===== src/rtl/pipe_csa_adder_pkg.sv =====
`default_nettype none
// +----------------------------------------------------------------------------+
// | Module      : pipe_csa_pkg                                                 |
// | Description : Shared constants and helpers for the pipelined carry-select  |
// |               adder (default geometry, block-count derivation).            |
// | Revision    : 1.0 - initial release                                        |
// +----------------------------------------------------------------------------+
package pipe_csa_pkg;

  localparam int DEF_WIDTH = 16;
  localparam int DEF_BLK   = 4;

  typedef enum logic {
    OP_ADD = 1'b0,
    OP_SUB = 1'b1
  } op_e;

  function automatic int calc_nblk(input int width, input int blk);
    return width / blk;
  endfunction

  function automatic bit params_legal(input int width, input int blk);
    return (blk >= 1) && (width >= blk) && ((width % blk) == 0);
  endfunction

endpackage
`default_nettype wire


===== src/rtl/pipe_csa_adder_if.sv =====
`default_nettype none
// +----------------------------------------------------------------------------+
// | Module      : pipe_csa_adder_if                                            |
// | Description : Operand/result handshake bundle for pipe_csa_adder.          |
// | Revision    : 1.0 - initial release                                        |
// +----------------------------------------------------------------------------+
interface pipe_csa_adder_if
  import pipe_csa_pkg::*;
#(
  parameter int WIDTH = DEF_WIDTH
);

  logic             in_valid;
  logic             in_ready;
  logic [WIDTH-1:0] a;
  logic [WIDTH-1:0] b;
  logic             c_in;
  logic             sub;
  logic             out_valid;
  logic             out_ready;
  logic [WIDTH-1:0] s;
  logic             c_out;
  logic             ovf;

  modport master (
    output in_valid, a, b, c_in, sub, out_ready,
    input  in_ready, out_valid, s, c_out, ovf
  );

  modport slave (
    input  in_valid, a, b, c_in, sub, out_ready,
    output in_ready, out_valid, s, c_out, ovf
  );

endinterface
`default_nettype wire


===== src/rtl/pipe_csa_adder_csa_block.sv =====
`default_nettype none
// +----------------------------------------------------------------------------+
// | Module      : csa_block                                                    |
// | Description : BLK-bit carry-select slice: both candidate sums, selected by |
// |               the incoming carry; also reports carry into the slice MSB.   |
// | Revision    : 1.0 - initial release                                        |
// +----------------------------------------------------------------------------+
module csa_block
  import pipe_csa_pkg::*;
#(
  parameter int BLK = DEF_BLK
) (
  input  logic [BLK-1:0] a,
  input  logic [BLK-1:0] b,
  input  logic           cin,
  output logic [BLK-1:0] sum,
  output logic           cout,
  output logic           c_msb
);

  logic [BLK:0] w_sum0;
  logic [BLK:0] w_sum1;
  logic         w_msb0;
  logic         w_msb1;

  assign w_sum0 = {1'b0, a} + {1'b0, b};
  assign w_sum1 = {1'b0, a} + {1'b0, b} + {{BLK{1'b0}}, 1'b1};

  // Carry into the top bit falls out of the sum bit: s = a ^ b ^ c.
  assign w_msb0 = w_sum0[BLK-1] ^ a[BLK-1] ^ b[BLK-1];
  assign w_msb1 = w_sum1[BLK-1] ^ a[BLK-1] ^ b[BLK-1];

  assign sum   = cin ? w_sum1[BLK-1:0] : w_sum0[BLK-1:0];
  assign cout  = cin ? w_sum1[BLK]     : w_sum0[BLK];
  assign c_msb = cin ? w_msb1          : w_msb0;

endmodule
`default_nettype wire


===== src/rtl/pipe_csa_adder.sv =====
`default_nettype none
// +----------------------------------------------------------------------------+
// | Module      : pipe_csa_adder                                               |
// | Description : NBLK-stage pipelined carry-select adder/subtractor; stage k  |
// |               resolves block k with the carry registered by stage k-1.     |
// | Revision    : 1.0 - initial release                                        |
// +----------------------------------------------------------------------------+
module pipe_csa_adder
  import pipe_csa_pkg::*;
#(
  parameter int WIDTH = DEF_WIDTH,
  parameter int BLK   = DEF_BLK
) (
  input  logic              clk,
  input  logic              rst_n,
  pipe_csa_adder_if.slave   bus
);

  localparam int NBLK = calc_nblk(WIDTH, BLK);

  if (!params_legal(WIDTH, BLK)) begin : g_param_check
    $fatal(1, "pipe_csa_adder: WIDTH must be a nonzero multiple of BLK");
  end

  logic                        w_adv;
  op_e                         w_op;

  // Per-stage inputs: what each stage's block consumes this cycle.
  logic [NBLK-1:0][WIDTH-1:0]  w_src_a;
  logic [NBLK-1:0][WIDTH-1:0]  w_src_b;
  logic [NBLK-1:0][WIDTH-1:0]  w_src_sum;
  logic [NBLK-1:0][WIDTH-1:0]  w_nxt_sum;
  logic [NBLK-1:0]             w_src_c;
  logic [NBLK-1:0]             w_src_sub;
  logic [NBLK-1:0]             w_src_vld;
  logic [NBLK-1:0][BLK-1:0]    w_blk_sum;
  logic [NBLK-1:0]             w_blk_cout;
  logic [NBLK-1:0]             w_blk_cmsb;

  logic [NBLK-1:0][WIDTH-1:0]  r_a;
  logic [NBLK-1:0][WIDTH-1:0]  r_b;
  logic [NBLK-1:0][WIDTH-1:0]  r_sum;
  logic [NBLK-1:0]             r_vld;
  logic [NBLK-1:0]             r_carry;
  logic [NBLK-1:0]             r_sub;
  logic                        r_ovf;

  logic                        w_unused;

  assign w_op  = op_e'(bus.sub);
  assign w_adv = !r_vld[NBLK-1] | bus.out_ready;

  assign bus.in_ready  = w_adv;
  assign bus.out_valid = r_vld[NBLK-1];
  assign bus.s         = r_sum[NBLK-1];
  assign bus.c_out     = r_carry[NBLK-1];
  assign bus.ovf       = r_ovf;

  for (genvar k = 0; k < NBLK; k++) begin : g_stage
    if (k == 0) begin : g_head
      // Subtraction is folded in at entry: B is inverted and the carry forced to 1.
      assign w_src_a[k]   = bus.a;
      assign w_src_b[k]   = (w_op == OP_SUB) ? ~bus.b : bus.b;
      assign w_src_c[k]   = (w_op == OP_SUB) | bus.c_in;
      assign w_src_sub[k] = (w_op == OP_SUB);
      assign w_src_vld[k] = bus.in_valid;
      assign w_src_sum[k] = '0;
    end else begin : g_body
      assign w_src_a[k]   = r_a[k-1];
      assign w_src_b[k]   = r_b[k-1];
      assign w_src_c[k]   = r_carry[k-1];
      assign w_src_sub[k] = r_sub[k-1];
      assign w_src_vld[k] = r_vld[k-1];
      assign w_src_sum[k] = r_sum[k-1];
    end

    csa_block #(
      .BLK   (BLK)
    ) u_csa_block (
      .a     (w_src_a[k][k*BLK +: BLK]),
      .b     (w_src_b[k][k*BLK +: BLK]),
      .cin   (w_src_c[k]),
      .sum   (w_blk_sum[k]),
      .cout  (w_blk_cout[k]),
      .c_msb (w_blk_cmsb[k])
    );

    assign w_nxt_sum[k] = w_src_sum[k] | (WIDTH'(w_blk_sum[k]) << (k * BLK));
  end

  // One global enable keeps every stage in lockstep, so a stall freezes the beat order.
  always_ff @(posedge clk or negedge rst_n) begin
    if (!rst_n) begin
      r_vld   <= '0;
      r_a     <= '0;
      r_b     <= '0;
      r_sum   <= '0;
      r_carry <= '0;
      r_sub   <= '0;
      r_ovf   <= 1'b0;
    end else if (w_adv) begin
      r_vld   <= w_src_vld;
      r_a     <= w_src_a;
      r_b     <= w_src_b;
      r_sum   <= w_nxt_sum;
      r_carry <= w_blk_cout;
      r_sub   <= w_src_sub;
      r_ovf   <= w_blk_cmsb[NBLK-1] ^ w_blk_cout[NBLK-1];
    end
  end

  // Operand bits of already-resolved blocks and the final-stage operands have no reader.
  assign w_unused = &{1'b0, w_src_a, w_src_b, r_a[NBLK-1], r_b[NBLK-1],
                      r_sub[NBLK-1], w_blk_cmsb};

endmodule
`default_nettype wire

===== src/flat_wrapper.sv =====
// flat-port wrapper written by rule: the top's interface ports become plain ports
module pipe_csa_adder_flat import pipe_csa_pkg::*;
#(
  parameter int WIDTH = DEF_WIDTH,
  parameter int BLK   = DEF_BLK
)
  (clk, rst_n, bus_in_valid, bus_a, bus_b, bus_c_in, bus_sub, bus_out_ready, bus_in_ready, bus_out_valid, bus_s, bus_c_out, bus_ovf);
  pipe_csa_adder_if #(.WIDTH(WIDTH)) bus_i ();
  input  logic clk;
  input  logic rst_n;
  input wire logic [$bits(bus_i.in_valid)-1:0] bus_in_valid;
  input wire logic [$bits(bus_i.a)-1:0] bus_a;
  input wire logic [$bits(bus_i.b)-1:0] bus_b;
  input wire logic [$bits(bus_i.c_in)-1:0] bus_c_in;
  input wire logic [$bits(bus_i.sub)-1:0] bus_sub;
  input wire logic [$bits(bus_i.out_ready)-1:0] bus_out_ready;
  output wire logic [$bits(bus_i.in_ready)-1:0] bus_in_ready;
  output wire logic [$bits(bus_i.out_valid)-1:0] bus_out_valid;
  output wire logic [$bits(bus_i.s)-1:0] bus_s;
  output wire logic [$bits(bus_i.c_out)-1:0] bus_c_out;
  output wire logic [$bits(bus_i.ovf)-1:0] bus_ovf;
  assign bus_i.in_valid = bus_in_valid;
  assign bus_i.a = bus_a;
  assign bus_i.b = bus_b;
  assign bus_i.c_in = bus_c_in;
  assign bus_i.sub = bus_sub;
  assign bus_i.out_ready = bus_out_ready;
  assign bus_in_ready = bus_i.in_ready;
  assign bus_out_valid = bus_i.out_valid;
  assign bus_s = bus_i.s;
  assign bus_c_out = bus_i.c_out;
  assign bus_ovf = bus_i.ovf;
  pipe_csa_adder #(.WIDTH(WIDTH), .BLK(BLK)) u_core (.clk(clk), .rst_n(rst_n), .bus(bus_i));
endmodule

===== config.mk =====
export PLATFORM = sky130hd
export DESIGN_NAME = pipe_csa_adder_flat
export DESIGN_NICKNAME = d
export VERILOG_FILES = /design/src/rtl/pipe_csa_adder_pkg.sv /design/src/rtl/pipe_csa_adder_if.sv /design/src/rtl/pipe_csa_adder_csa_block.sv /design/src/rtl/pipe_csa_adder.sv /design/src/flat_wrapper.sv
export SDC_FILE = /design/constraint.sdc
export NUM_CORES = 1
export LEC_CHECK = 0
export ABC_AREA = 1
export CORE_AREA = 8 8 102 104
export DETAILED_ROUTE_END_ITERATION = 8
export DIE_AREA = 0 0 110 112
export HOLD_SLACK_MARGIN = 0.08
export MAX_ROUTING_LAYER = met4
export PLACE_DENSITY = 0.81
export RECOVER_POWER = 100
export SYNTH_ARGS = -nofsm -noshare
export SYNTH_HDL_FRONTEND = slang
export SYNTH_SLANG_ARGS = --single-unit

===== constraint.sdc =====
create_clock -name clk -period 2.6 [get_ports clk]
set_input_delay 0.65 -clock clk [delete_from_list [all_inputs] [get_ports clk]]
set_output_delay 0.65 -clock clk [all_outputs]
set_load 0.02 [all_outputs]

== Word level (Yosys, flattened, before mapping) ==
Cells that the tools add are included.

* $add $sub $neg: 8
* Bitwise logic cells: 11
* Muxes and demuxes: 10
* Reductions and logical operators: 1

{| class="wikitable"
|+ Operators by type and width
! cell !! count
|-
| 4-bit by 4-bit adder with 5-bit output || 4
|-
| 5-bit by 1-bit adder with 5-bit output (second input constant) || 4
|-
| 16-bit 2-to-1 mux || 1
|-
| 4-bit 2-to-1 mux || 4
|-
| 16-bit NOT || 1
|-
| 16-bit by 12-bit bitwise OR with 16-bit output || 1
|-
| 16-bit bitwise OR || 1
|-
| 4-bit by 8-bit bitwise OR with 8-bit output || 1
|-
| 1-bit 2-to-1 mux || 5
|-
| 1-bit XOR || 5
|-
| 1-bit bitwise OR || 2
|-
| 1-bit logical NOT || 1
|}

* Register bits after elaboration: 157
* Output and inout bits: 20
* Input port bits: 38
* Word-level logic and storage cells: 43

== Longest topological paths before layout ==
Gate-level depths: netlist (run 1).

* Depth in word-level cells: 6
* Gate-level depth with buffers: 13
* Depth with buffers taken out: 12

== Modules after synthesis ==
A second synthesis (run 1) with hierarchy kept.

* Cells, all modules: 644
* Area, all modules: 5139.9 µm²

{| class="wikitable"
|+ Modules (own cells, without submodules)
! module !! area each (µm²) !! sequential area each (µm²) !! times used !! cells each
|-
| pipe_csa_adder || 3966.3 || 2427.3 || 1 || 453
|-
| csa_block (u_core.g_stage[0].u_csa_block ...) || 287.8 || 0.0 || 3 || 47
|-
| csa_block (u_core.g_stage[2].u_csa_block) || 310.3 || 0.0 || 1 || 50
|}

== Worst setup path before layout (run 1) ==
OpenSTA, ideal clock, no wires.

* Path kind: input -> register
* Start point: in bus_sub
* End point: reg u_core.r_carry[0]
* Data required time: 2469 ps
* Stages on the path: 13
* Arrival time: 2524 ps
* Library setup time: 131 ps
* Buffers on the path: 2
* Path slack: -55 ps
* Cells stage by stage: buf_6 -> buf_4 -> xor2_1 -> ha_1 -> inv_1 -> fa_1 -> inv_1 -> ha_1 -> nand3_1 -> nor2_1 -> or2_1 -> nand3_1 -> o21ai_0

* Word-level cells in the longest chain between the ends: 4
* Elaborated cells on any way between the ends: 5
* Those cells by class: add/sub: 2; mux: 2; bitwise: 1

{| class="wikitable"
|+ Ends and longest elaborated chain
! element !! RTL line !! text
|-
| start, declared || flat_wrapper.sv:15 || <nowiki>input wire logic [$bits(bus_i.sub)-1:0] bus_sub;</nowiki>
|-
| 16-bit 2-to-1 mux || pipe_csa_adder.sv:63 || <nowiki>assign w_src_b[k] = (w_op == OP_SUB) ? ~bus.b : bus.b;</nowiki>
|-
| 4-bit by 4-bit adder with 5-bit output || pipe_csa_adder_csa_block.sv:26, pipe_csa_adder_csa_block.sv:27 ||
|-
| 5-bit by 1-bit adder with 5-bit output || pipe_csa_adder_csa_block.sv:27 || <nowiki>assign w_sum1 = {1'b0, a} + {1'b0, b} + {{BLK{1'b0}}, 1'b1};</nowiki>
|-
| 1-bit 2-to-1 mux * || pipe_csa_adder_csa_block.sv:34 || <nowiki>assign cout = cin ? w_sum1[BLK] : w_sum0[BLK];</nowiki>
|-
| end signal, assigned || pipe_csa_adder.sv:106 || <nowiki>r_carry <= w_blk_cout;</nowiki>
|-
| end, declared || pipe_csa_adder.sv:44 || <nowiki>logic [NBLK-1:0] r_carry;</nowiki>
|}

Mark *: on every way between the ends. The rest lies on a longest branch, timed or not.
A chain may end at the register's enable or synchronous reset.

== Worst setup path in the final report (run 1) ==
* Start point: in bus_out_ready
* End point: out bus_in_ready

* Word-level cells in the longest chain between the ends: 1

{| class="wikitable"
|+ Ends and longest elaborated chain
! element !! RTL line !! text
|-
| start, declared || flat_wrapper.sv:16 || <nowiki>input wire logic [$bits(bus_i.out_ready)-1:0] bus_out_ready;</nowiki>
|-
| 1-bit bitwise OR || pipe_csa_adder.sv:51 || <nowiki>assign w_adv = !r_vld[NBLK-1] | bus.out_ready;</nowiki>
|-
| end, declared || flat_wrapper.sv:17 || <nowiki>output wire logic [$bits(bus_i.in_ready)-1:0] bus_in_ready;</nowiki>
|}

No other way between the ends.

==> impl_metrics.py, run 1 <==
metrics = {
    "worst_setup_path": {
        "critPathKind": "in -> out",
        "path_max_fanout": 2,
        "reg2reg_slack_ns": 0.26,
        "r2r-start": "u_core.r_a[24]$_DFFE_PN0P_",
        "worstPathArrival_ns": 1.83,
        "start_kind": "input port",
        "setup.worst_path.end_class": "output port",
        "r2r_cells": 8,
        "reg2reg_to": "u_core.r_carry[2]$_DFFE_PN0P_",
        "worstPathRequired_ns": 1.95,
    },
    "timing": {
        "slew_headroom_pct": 12.39,
        "skew_ns": 0.008114,
        "final.min_clock_period_ns": 2.480,
        "setup_slack_ns": 0.1196,
        "hold_viol": 0,
        "setup_viol": 0,
        "rsz0062_at_grt": "no",
        "finalCritPeriodShare_pct": 95.40,
        "tightest_slew_ns": 1.314,
        "drv_slew": 0,
        "fmax_mhz": 403.2,
    },
    "yosys": {
        "synth-main-ff-cell": "dfrtp_1",
        "syn_avg_cell_area_um2": 8.708,
        "synth-edff-count": 0,
        "ys_ff_latch": 97,
        "synth_nets": 613,
        "netlist_area_mm2": 0.004798,
        "synth_cells": 551,
        "yosysTopAreaCell": "dfrtp_1",
        "yosysWarnings": 0,
        "synthArstFlopShare_pct": 100.0,
        "seq_area_frac_synth_pct": 50.59,
        "synth.most_common_cell": "nand2_1",
        "netlist_top_cells_area": "dfrtp_1, nand2_1, o21ai_0",
        "yosys-top-cells-count": "nand2_1, dfrtp_1, o21ai_0, inv_1, nand3_1",
        "synth_cell_types": 31,
        "synth_top_area_share_pct": 50.59,
    },
    "place": {
        "port_buffers": 57,
        "dpl.hpwl_um": 6636,
        "pre_cts_ws_ns": -0.3993,
        "globalplace.congestion": 0.8898,
        "dpl_cell_area_mm2": 0.005371,
        "placed_cells": 689,
    },
    "grt": {
        "grt_max_degree": 89,
        "grt-busiest-layer": "met2",
        "grt_pass1_vias": 3676,
        "grt_usage_pct": 16.72,
        "grt_pass1_wl_um": 16470,
        "use_met3_pct": 3.351,
        "grt-ovfl-total": 0,
        "use_met1_pct": 21.40,
        "met2_usage_pct": 26.23,
        "antenna_found_initial": 0,
    },
    "cells_and_area": {
        "post-route-util_pct": 62.39,
        "layout-drive-gt1-share_pct": 6.711,
        "fin_nets": 653,
        "stdcell_count": 707,
        "multi_input_area_mm2": 0.001977,
        "design_area_mm2": 0.005547,
        "diodes": 0,
        "final-seq-area_mm2": 0.002427,
        "nFillCells": 731,
        "areaGrowthSynthToFinish_pct": 15.59,
    },
    "clock_tree": {
        "cts_num_sinks": 97,
        "clk_pin_slew_ns": 0.10,
        "cts-root-buf": "clkbuf_8",
        "tritoncts.num_buffers": 9,
        "clock_path_buffers": 2,
        "htreeDepth": 3,
        "clk_latency_ns": 0.36,
        "cts_tree": "built",
    },
    "drt": {
        "drc_errors": 0,
        "vias_per_cell": 5.181,
        "vias": 3663,
        "wl_per_cell_um": 13.34,
        "finalWirelength_um": 9429,
        "dr.pass1.iters": 5,
        "ant_nets": 0,
        "drtIter0Drc": 227,
    },
    "power_and_ir_drop": {
        "p_int_uw": 3723,
        "switching_share_pct": 42.01,
        "leakagePower_uw": 0.002724,
        "p_per_area_mw_per_mm2": 1158,
        "power.total_uw": 6420,
        "seqPwrFrac_pct": 39.6,
        "p_switching_uw": 2697,
        "share_comb_of_total_power_pct": 46.0,
        "irDropWorstVdd_mv": 0.3782,
        "pwr-share-clk_pct": 14.4,
    },
    "run_status": {
        "status": "completed",
    },
    "die": {
        "coreArea_mm2": 0.008890,
        "die_w_um": 110,
        "die_y_um": 112,
        "start_util_pct": 53.98,
        "num_rows": 35,
        "io_pins": 58,
        "die_area_mm2": 0.01232,
    },
    "min_path": {
        "min_path_type": "in -> async",
    },
    "run": {
        "maxCapViolations": 0,
    },
}
==> area by class of cell <==
type	count	area share, %
clock buffers	9	2.233
clock inverters	7	1.038
inverters	46	3.113
multi-input cells	370	35.64
flip-flops and latches	97	43.76
well taps	111	2.504
repair buffers	67	11.71
==> timing repair <==
action                                  in CTS  in global routing
endpoints found under the setup margin       1                  2
hold buffers                                 0                  0
pin swaps                                    2                  3
gates resized for setup                      1                  8
cloned                                       0                  0
setup buffers                                0                  2
==> how the worst max path moves through the flow <==
stage,startpoint,end,cells after the start
after floorplan,bus_sub,u_core.r_carry[0]$_DFFE_PN0P_,13
after global placement,bus_sub,u_core.r_carry[0]$_DFFE_PN0P_,12
after detailed placement,bus_sub,u_core.r_carry[0]$_DFFE_PN0P_,12
after CTS,bus_sub,u_core.r_carry[0]$_DFFE_PN0P_,12
after global routing,bus_a[0],u_core.r_carry[0]$_DFFE_PN0P_,11
final,bus_out_ready,bus_in_ready,4
==> cells by family (layout without fill, tap and decap cells) <==
| group | Yosys count | in the layout | synth area share [%] |
|---|---|---|---|
| xor+xnor | 20 | 20 | 3.650 |
| buf+inv | 84 | 129 | 8.318 |
| simple gates | 239 | 239 | 21.12 |
| fa+ha+maj | 24 | 24 | 6.884 |
| flops | 97 | 97 | 50.59 |
| compound gates | 87 | 87 | 9.439 |
==> metrics by stage <==
step	setup TNS [ns]	hold slack, ns
after floorplan	0	0.3544
after global placement	-0.7243	0.4499
after detailed placement	-1.043	0.4503
after CTS	0	0.1518
after global routing	0	0.4826
final	0	0.4445
==> critical path, cell delays in order <==
cell and delay [ns]:
clkdlybuf4s50_1 0.41, nor2_1 0.18, inv_2 0.05, clkdlybuf4s50_1 0.53
==> placed cells by master, fill, tap and decap left out, drive strengths merged <==
cell type	instances
a21oi	19
a22oi	1
a31oi	1
buf	8
clkbuf	12
clkdlybuf4s50	35
clkinv	1
dfrtp	97
dlygate4sd3	19
dlymetal6s2s	2
fa	4
ha	20
inv	52
nand2	174
nand3	32
nand3b	5
nand4	3
nor2	18
nor3	2
o211ai	1
o21ai	60
o22ai	1
o31ai	4
or2	5
xnor2	16
xor2	4
==> routing by layer <==
layer | share of wire, % | vias up
met2 | 49 | 86
li1 | - | 1836
met3 | 4.8 | 12
met4 | 1.1 | 0
met1 | 45 | 1729
met5 | 0 | -
==> flip-flops by register name, indices dropped and copies added, names as in the netlist <==
name	cells
u_core.r_vld	4
u_core.r_b	24
u_core.r_sum	24
u_core.bus.s	16
u_core.r_carry	4
u_core.bus.ovf	1
u_core.r_a	24
==> power groups by stage <==
stage | clock (uW) | combinational (uW) | sequential, uW
after CTS | 944 | 3050 | 2550
final | 924 | 2950 | 2540
after global routing | 1000 | 3390 | 2640
after detailed placement | 0 | 3030 | 2580
after floorplan | 0 | 2320 | 2510
after global placement | 0 | 2870 | 2570
No activity file was read; power rests on OpenSTA's default activity.
==> run 2: changes to the inputs <==
--- a/config.mk
+++ b/config.mk
@@ -13,6 +13,8 @@
 export MAX_ROUTING_LAYER = met4
 export PLACE_DENSITY = 0.81
 export RECOVER_POWER = 100
+export REMOVE_ABC_BUFFERS = 1
+export SETUP_SLACK_MARGIN = 0.15
 export SYNTH_ARGS = -nofsm -noshare
 export SYNTH_HDL_FRONTEND = slang
 export SYNTH_SLANG_ARGS = --single-unit
==> run 2 against run 1 <==
  * Wire length is 4.5% lower
  * Sequential cell count stayed put
  * Via count is 2.3% lower
  * The flow now finishes with violations (capacitance limit, slew limit)
  * Clock power is 0.5% higher
  * Critical path depth stayed put
  * Hold slack better by 0.022 ns
==> impl_metrics.py, run 2 (same netlist as run 1, synthesis figures left out) <==
metrics = {
    "run_status": {
        "status": "finished with violations",
        "failed_checks": "capacitance limit, slew limit",
    },
    "worst_setup_path": {
        "reg2reg_slack_ns": 0.35,
        "r2r-start": "u_core.r_a[24]$_DFFE_PN0P_",
        "start_kind": "input port",
        "path_max_fanout": 2,
        "r2r_cells": 8,
        "setup.worst_path.end_class": "output port",
        "worstPathRequired_ns": 1.95,
        "critPathKind": "in -> out",
        "reg2reg_to": "u_core.r_carry[2]$_DFFE_PN0P_",
        "crit_path_end": "bus_in_ready",
        "worstPathArrival_ns": 1.73,
        "cp-startpoint": "bus_out_ready",
    },
    "clock_tree": {
        "htreeDepth": 3,
        "clock_path_buffers": 2,
        "tritoncts.num_buffers": 9,
        "postCtsSetupBuffers": 0,
        "clk_pin_slew_ns": 0.09,
        "clk_latency_ns": 0.35,
        "cts_num_sinks": 97,
        "cts-root-buf": "clkbuf_8",
        "cts_tree": "built",
    },
    "power_and_ir_drop": {
        "leakagePower_uw": 0.002689,
        "power.total_uw": 6385,
        "seqPwrFrac_pct": 39.8,
        "p_per_area_mw_per_mm2": 1155,
        "share_comb_of_total_power_pct": 45.7,
        "p_int_uw": 3779,
        "p_switching_uw": 2606,
        "pwr-share-clk_pct": 14.6,
        "switching_share_pct": 40.82,
        "irDropWorstVdd_mv": 0.3394,
    },
    "drt": {
        "vias_per_cell": 5.081,
        "dr.pass1.iters": 4,
        "finalWirelength_um": 9005,
        "vias": 3577,
        "wl_per_cell_um": 12.79,
        "ant_nets": 0,
        "drc_errors": 0,
        "drtIter0Drc": 204,
    },
    "die": {
        "num_rows": 35,
        "die_area_mm2": 0.01232,
        "start_util_pct": 53.98,
        "die_w_um": 110,
        "die_y_um": 112,
        "coreArea_mm2": 0.008890,
        "io_pins": 58,
    },
    "cells_and_area": {
        "final_common_cell": "nand2_1",
        "layout-drive-gt1-share_pct": 5.734,
        "stdcell_count": 704,
        "diodes": 0,
        "fin_nets": 651,
        "areaGrowthSynthToFinish_pct": 15.25,
        "reg_top3": "u_core.r_a (24), u_core.r_b (24), u_core.r_sum (24)",
        "final_cell_mix": "nand2_1, dfrtp_1, o21ai_0, inv_1, clkdlybuf4s50_1",
    },
    "place": {
        "port_buffers": 57,
        "pre_cts_ws_ns": -0.4568,
        "placed_cells": 689,
        "globalplace.congestion": 0.8292,
        "dpl.hpwl_um": 6312,
    },
    "timing": {
        "fmax_mhz": 419.6,
        "drv_slew": 35,
        "slew_headroom_pct": -30.13,
        "tightest_slew_ns": 1.952,
        "setup_slack_ns": 0.2166,
        "finalCritPeriodShare_pct": 91.67,
        "final.min_clock_period_ns": 2.383,
        "rsz0062_at_grt": "no",
        "hold_slack_ns": 0.4663,
        "skew_ns": 0.007816,
        "hold_viol": 0,
        "setup_viol": 0,
    },
    "run": {
        "maxCapViolations": 1,
    },
    "min_path": {
        "holdCritStartpoint": "u_core.r_b[13]$_DFFE_PN0P_",
        "min_path_type": "reg -> reg",
    },
    "grt": {
        "antenna_found_initial": 0,
        "grt_usage_pct": 16.48,
        "grt_pass1_vias": 3766,
        "grt_max_degree": 115,
        "grt_pass1_wl_um": 16190,
        "grt-ovfl-total": 0,
    },
}
run 2: cell types whose count changed in the layout (fill, tap and decap cells not counted), moves of 2 or more:
cell / before / now
ha_1: 18 / 20
nor2_4: 1 / 3
inv_6: 6 / 0
dlymetal6s2s_1: 2 / 0
ha_2: 2 / 0
dlygate4sd2_1: 0 / 2
clkinvlp_4: 0 / 3
clkdlybuf4s50_1: 35 / 33
run 2: worst max-delay path, stage by stage:
cell	delay [ns]
dlygate4sd3_1	0.57
nor2_4	0.11
inv_1	0.07
dlygate4sd2_1	0.32
run 2: cell type report:
| type | instances | area (um^2) |
|---|---|---|
| Clock buffer | 10 | 127.6 |
| Inverter | 46 | 172.7 |
| Sequential cell | 97 | 2427 |
| Multi-Input combinational cell | 370 | 1977 |
| Tap cell | 111 | 138.9 |
| Clock inverter | 5 | 57.56 |
| Fill cell | 772 | 3359 |
| Timing Repair Buffer | 65 | 629.4 |
run 2: routing by layer:
metal	global-route usage, %	vias to the layer above	share of wire (%)
met5	-	-	0
met4	6.126	0	1.2
met3	2.137	10	2.6
met2	27.71	52	51
met1	19.48	1691	45
li1	-	1824	-
run 2: what timing repair did:
item	CTS	global route
setup endpoints to repair	4	2
gates resized for setup	9	2
hold buffers	0	0
cloned	0	0
pin swaps	5	4
run 2: worst min-delay path by stage:
stage          depth (start not counted)  slack [ns]                            end
4_1_cts                                1        0.25  u_core.r_carry[3]$_DFFE_PN0P_
3_5_place_dp                           2        0.45     u_core.r_b[29]$_DFFE_PN0P_
3_3_place_gp                           1        0.45    u_core.r_vld[3]$_DFFE_PN0P_
5_1_grt                                1        0.50    u_core.r_vld[3]$_DFFE_PN0P_
6_report                               2        0.47     u_core.r_b[29]$_DFFE_PN0P_
2_1_floorplan                          0        0.35     u_core.bus.ovf$_DFFE_PN0P_
run 2: power groups by stage:
stage | logic (uW) | clock network [uW] | registers [uW]
finish | 2920 | 929 | 2540
global route | 3360 | 1010 | 2640
CTS | 3010 | 962 | 2550
detailed placement | 2990 | 0 | 2580
global placement | 2850 | 0 | 2550
floorplan | 1940 | 0 | 2680
run 2: metrics by stage:
stage               util [%]  instance area (um^2)  TNS (ns)
floorplan                  -                  4572   -106.39
global placement       60.25                  5356   -0.9225
detailed placement     60.25                  5356    -1.310
CTS                    62.49                  5555         0
global route           62.21                  5530         0
finish                 62.21                  5530         0
==> run 3: changes to the inputs <==
--- a/config.mk
+++ b/config.mk
@@ -10,7 +10,6 @@
 export DETAILED_ROUTE_END_ITERATION = 8
 export DIE_AREA = 0 0 110 112
 export HOLD_SLACK_MARGIN = 0.08
-export MAX_ROUTING_LAYER = met4
 export PLACE_DENSITY = 0.81
 export RECOVER_POWER = 100
 export REMOVE_ABC_BUFFERS = 1
==> run 3 against run 2 <==
  * The flow still finishes with violations (capacitance limit, slew limit)
  * Clock-buffer cell count unchanged
  * Hold slack got worse by 0.0011 ns
  * Clock skew about the same
  * Register-to-register slack about the same
  * Global-route usage decreased by 0.45 points
  * Critical path type unchanged
  * Largest power group unchanged
  * Highest routed layer unchanged
==> impl_metrics.py, run 3 (same netlist as run 1, synthesis figures left out) <==
metrics = {
    "timing": {
        "fmax_mhz": 419.8,
        "rsz0062_at_grt": "no",
        "setup_viol": 0,
        "tightest_slew_ns": 1.943,
        "slew_headroom_pct": -29.50,
        "finalCritPeriodShare_pct": 91.63,
        "drv_slew": 35,
        "skew_ns": 0.007538,
        "hold_slack_ns": 0.4653,
        "hold_viol": 0,
        "final.min_clock_period_ns": 2.382,
        "setup_slack_ns": 0.2177,
    },
    "worst_setup_path": {
        "worstPathArrival_ns": 1.73,
        "critPathKind": "in -> out",
        "r2r_cells": 8,
        "crit_path_end": "bus_in_ready",
        "cp-startpoint": "bus_out_ready",
        "reg2reg_to": "u_core.r_carry[1]$_DFFE_PN0P_",
        "reg2reg_slack_ns": 0.34,
        "cpMaxStageDelayCell": "dlygate4sd3_1",
        "r2r-start": "u_core.r_a[4]$_DFFE_PN0P_",
        "path_max_fanout": 2,
        "cp_slowest_stage_delay_ns": 0.57,
        "worstPathRequired_ns": 1.95,
        "crit_chain": "dlygate4sd3_1 -> nor2_4 -> inv_1 -> dlygate4sd2_1",
        "start_kind": "input port",
        "setup.worst_path.end_class": "output port",
    },
    "clock_tree": {
        "clk_latency_ns": 0.35,
        "htreeDepth": 3,
        "postCtsSetupBuffers": 0,
        "cts_tree": "built",
        "cts-root-buf": "clkbuf_8",
        "clock_path_buffers": 2,
        "hold_buffers": 0,
        "cts_num_sinks": 97,
        "clk_pin_slew_ns": 0.09,
        "tritoncts.num_buffers": 9,
    },
    "drt": {
        "drtIter0Drc": 194,
        "drc_errors": 0,
        "ant_nets": 0,
        "wl_per_cell_um": 12.80,
        "vias": 3579,
        "finalWirelength_um": 9009,
        "dr.pass1.iters": 4,
        "vias_per_cell": 5.084,
    },
    "die": {
        "die_area_mm2": 0.01232,
        "io_pins": 58,
        "coreArea_mm2": 0.008890,
        "die_y_um": 112,
        "start_util_pct": 53.98,
        "die_w_um": 110,
        "num_rows": 35,
    },
    "cells_and_area": {
        "reg_top3": "u_core.r_a (24), u_core.r_b (24), u_core.r_sum (24)",
        "stdcell_count": 704,
        "fin_nets": 651,
        "multi_input_area_mm2": 0.001977,
        "final_common_cell": "nand2_1",
        "areaGrowthSynthToFinish_pct": 15.25,
        "final_cell_mix": "nand2_1, dfrtp_1, o21ai_0, inv_1, clkdlybuf4s50_1",
        "final-seq-area_mm2": 0.002427,
        "layout-drive-gt1-share_pct": 5.734,
        "nFillCells": 772,
        "diodes": 0,
    },
    "grt": {
        "grt_max_degree": 115,
        "grt_pass1_vias": 3766,
        "grt_pass1_wl_um": 16190,
        "grt-ovfl-total": 0,
        "grt_usage_pct": 16.04,
        "antenna_found_initial": 0,
    },
    "power_and_ir_drop": {
        "p_per_area_mw_per_mm2": 1155,
        "leakagePower_uw": 0.002689,
        "irDropWorstVdd_mv": 0.3411,
    },
    "place": {
        "placed_cells": 689,
        "pre_cts_ws_ns": -0.4568,
        "port_buffers": 57,
        "globalplace.congestion": 0.8171,
        "dpl.hpwl_um": 6312,
    },
    "min_path": {
        "min_path_type": "reg -> reg",
    },
    "run_status": {
        "status": "finished with violations",
        "failed_checks": "capacitance limit, slew limit",
    },
    "run": {
        "maxCapViolations": 1,
    },
}
run 3: cell counts in the layout (fill, tap and decap cells not counted):
Identical to the previous run, type by type.
run 3: layout make-up:
cell class              instances  share of cell area (%)
inverters                      46                   3.122
clock inverters                 5                   1.041
clock buffers                  10                   2.308
flip-flops and latches         97                   43.89
well taps                     111                   2.511
repair buffers                 65                   11.38
multi-input cells             370                   35.75
run 3: power breakdown:
group          leakage [uW]  internal (uW)  switching (uW)
Clock             0.0000844            438             493
Sequential          0.00117           2180             355
Combinational       0.00143           1160            1760
run 3: per-layer routing:
layer | track usage, % | vias up | share of wire (%)
met1 | 19.34 | 1685 | 44
met4 | 6.126 | 0 | 1.2
met5 | 0 | - | 0
met2 | 27.71 | 60 | 51
met3 | 2.369 | 10 | 3.3
li1 | - | 1824 | -
run 3: worst max-delay path, delay by kind of cell:
| family | cells | cell delay [ns] |
|---|---|---|
| simple gates | 1 | 0.11 |
| buf+inv | 3 | 0.96 |
run 3: how the worst min path moves through the flow:
stage / slack [ns] / startpoint / cells after the start / endpoint
floorplan: 0.35 / rst_n / 0 / u_core.bus.ovf$_DFFE_PN0P_
global placement: 0.45 / u_core.r_vld[2]$_DFFE_PN0P_ / 1 / u_core.r_vld[3]$_DFFE_PN0P_
detailed placement: 0.45 / u_core.r_b[13]$_DFFE_PN0P_ / 2 / u_core.r_b[29]$_DFFE_PN0P_
CTS: 0.25 / rst_n / 1 / u_core.r_carry[3]$_DFFE_PN0P_
global route: 0.50 / u_core.r_vld[2]$_DFFE_PN0P_ / 1 / u_core.r_vld[3]$_DFFE_PN0P_
finish: 0.47 / u_core.r_b[13]$_DFFE_PN0P_ / 2 / u_core.r_b[29]$_DFFE_PN0P_
run 3: what timing repair did:
| item | 4_1_cts | 5_1_grt |
|---|---|---|
| gates resized for setup | 9 | 2 |
| pin swaps | 5 | 4 |
| endpoints found under the setup margin | 4 | 2 |
run 3: stage by stage:
stage	utilization, %	setup TNS (ns)	total power [uW]	area (um^2)
floorplan	-	-106.39	4617	4572
global placement	60.25	-0.9225	5396	5356
detailed placement	60.25	-1.310	5566	5356
CTS	62.49	0	6524	5555
global route	62.21	0	7004	5530
finish	62.21	0	6389	5530
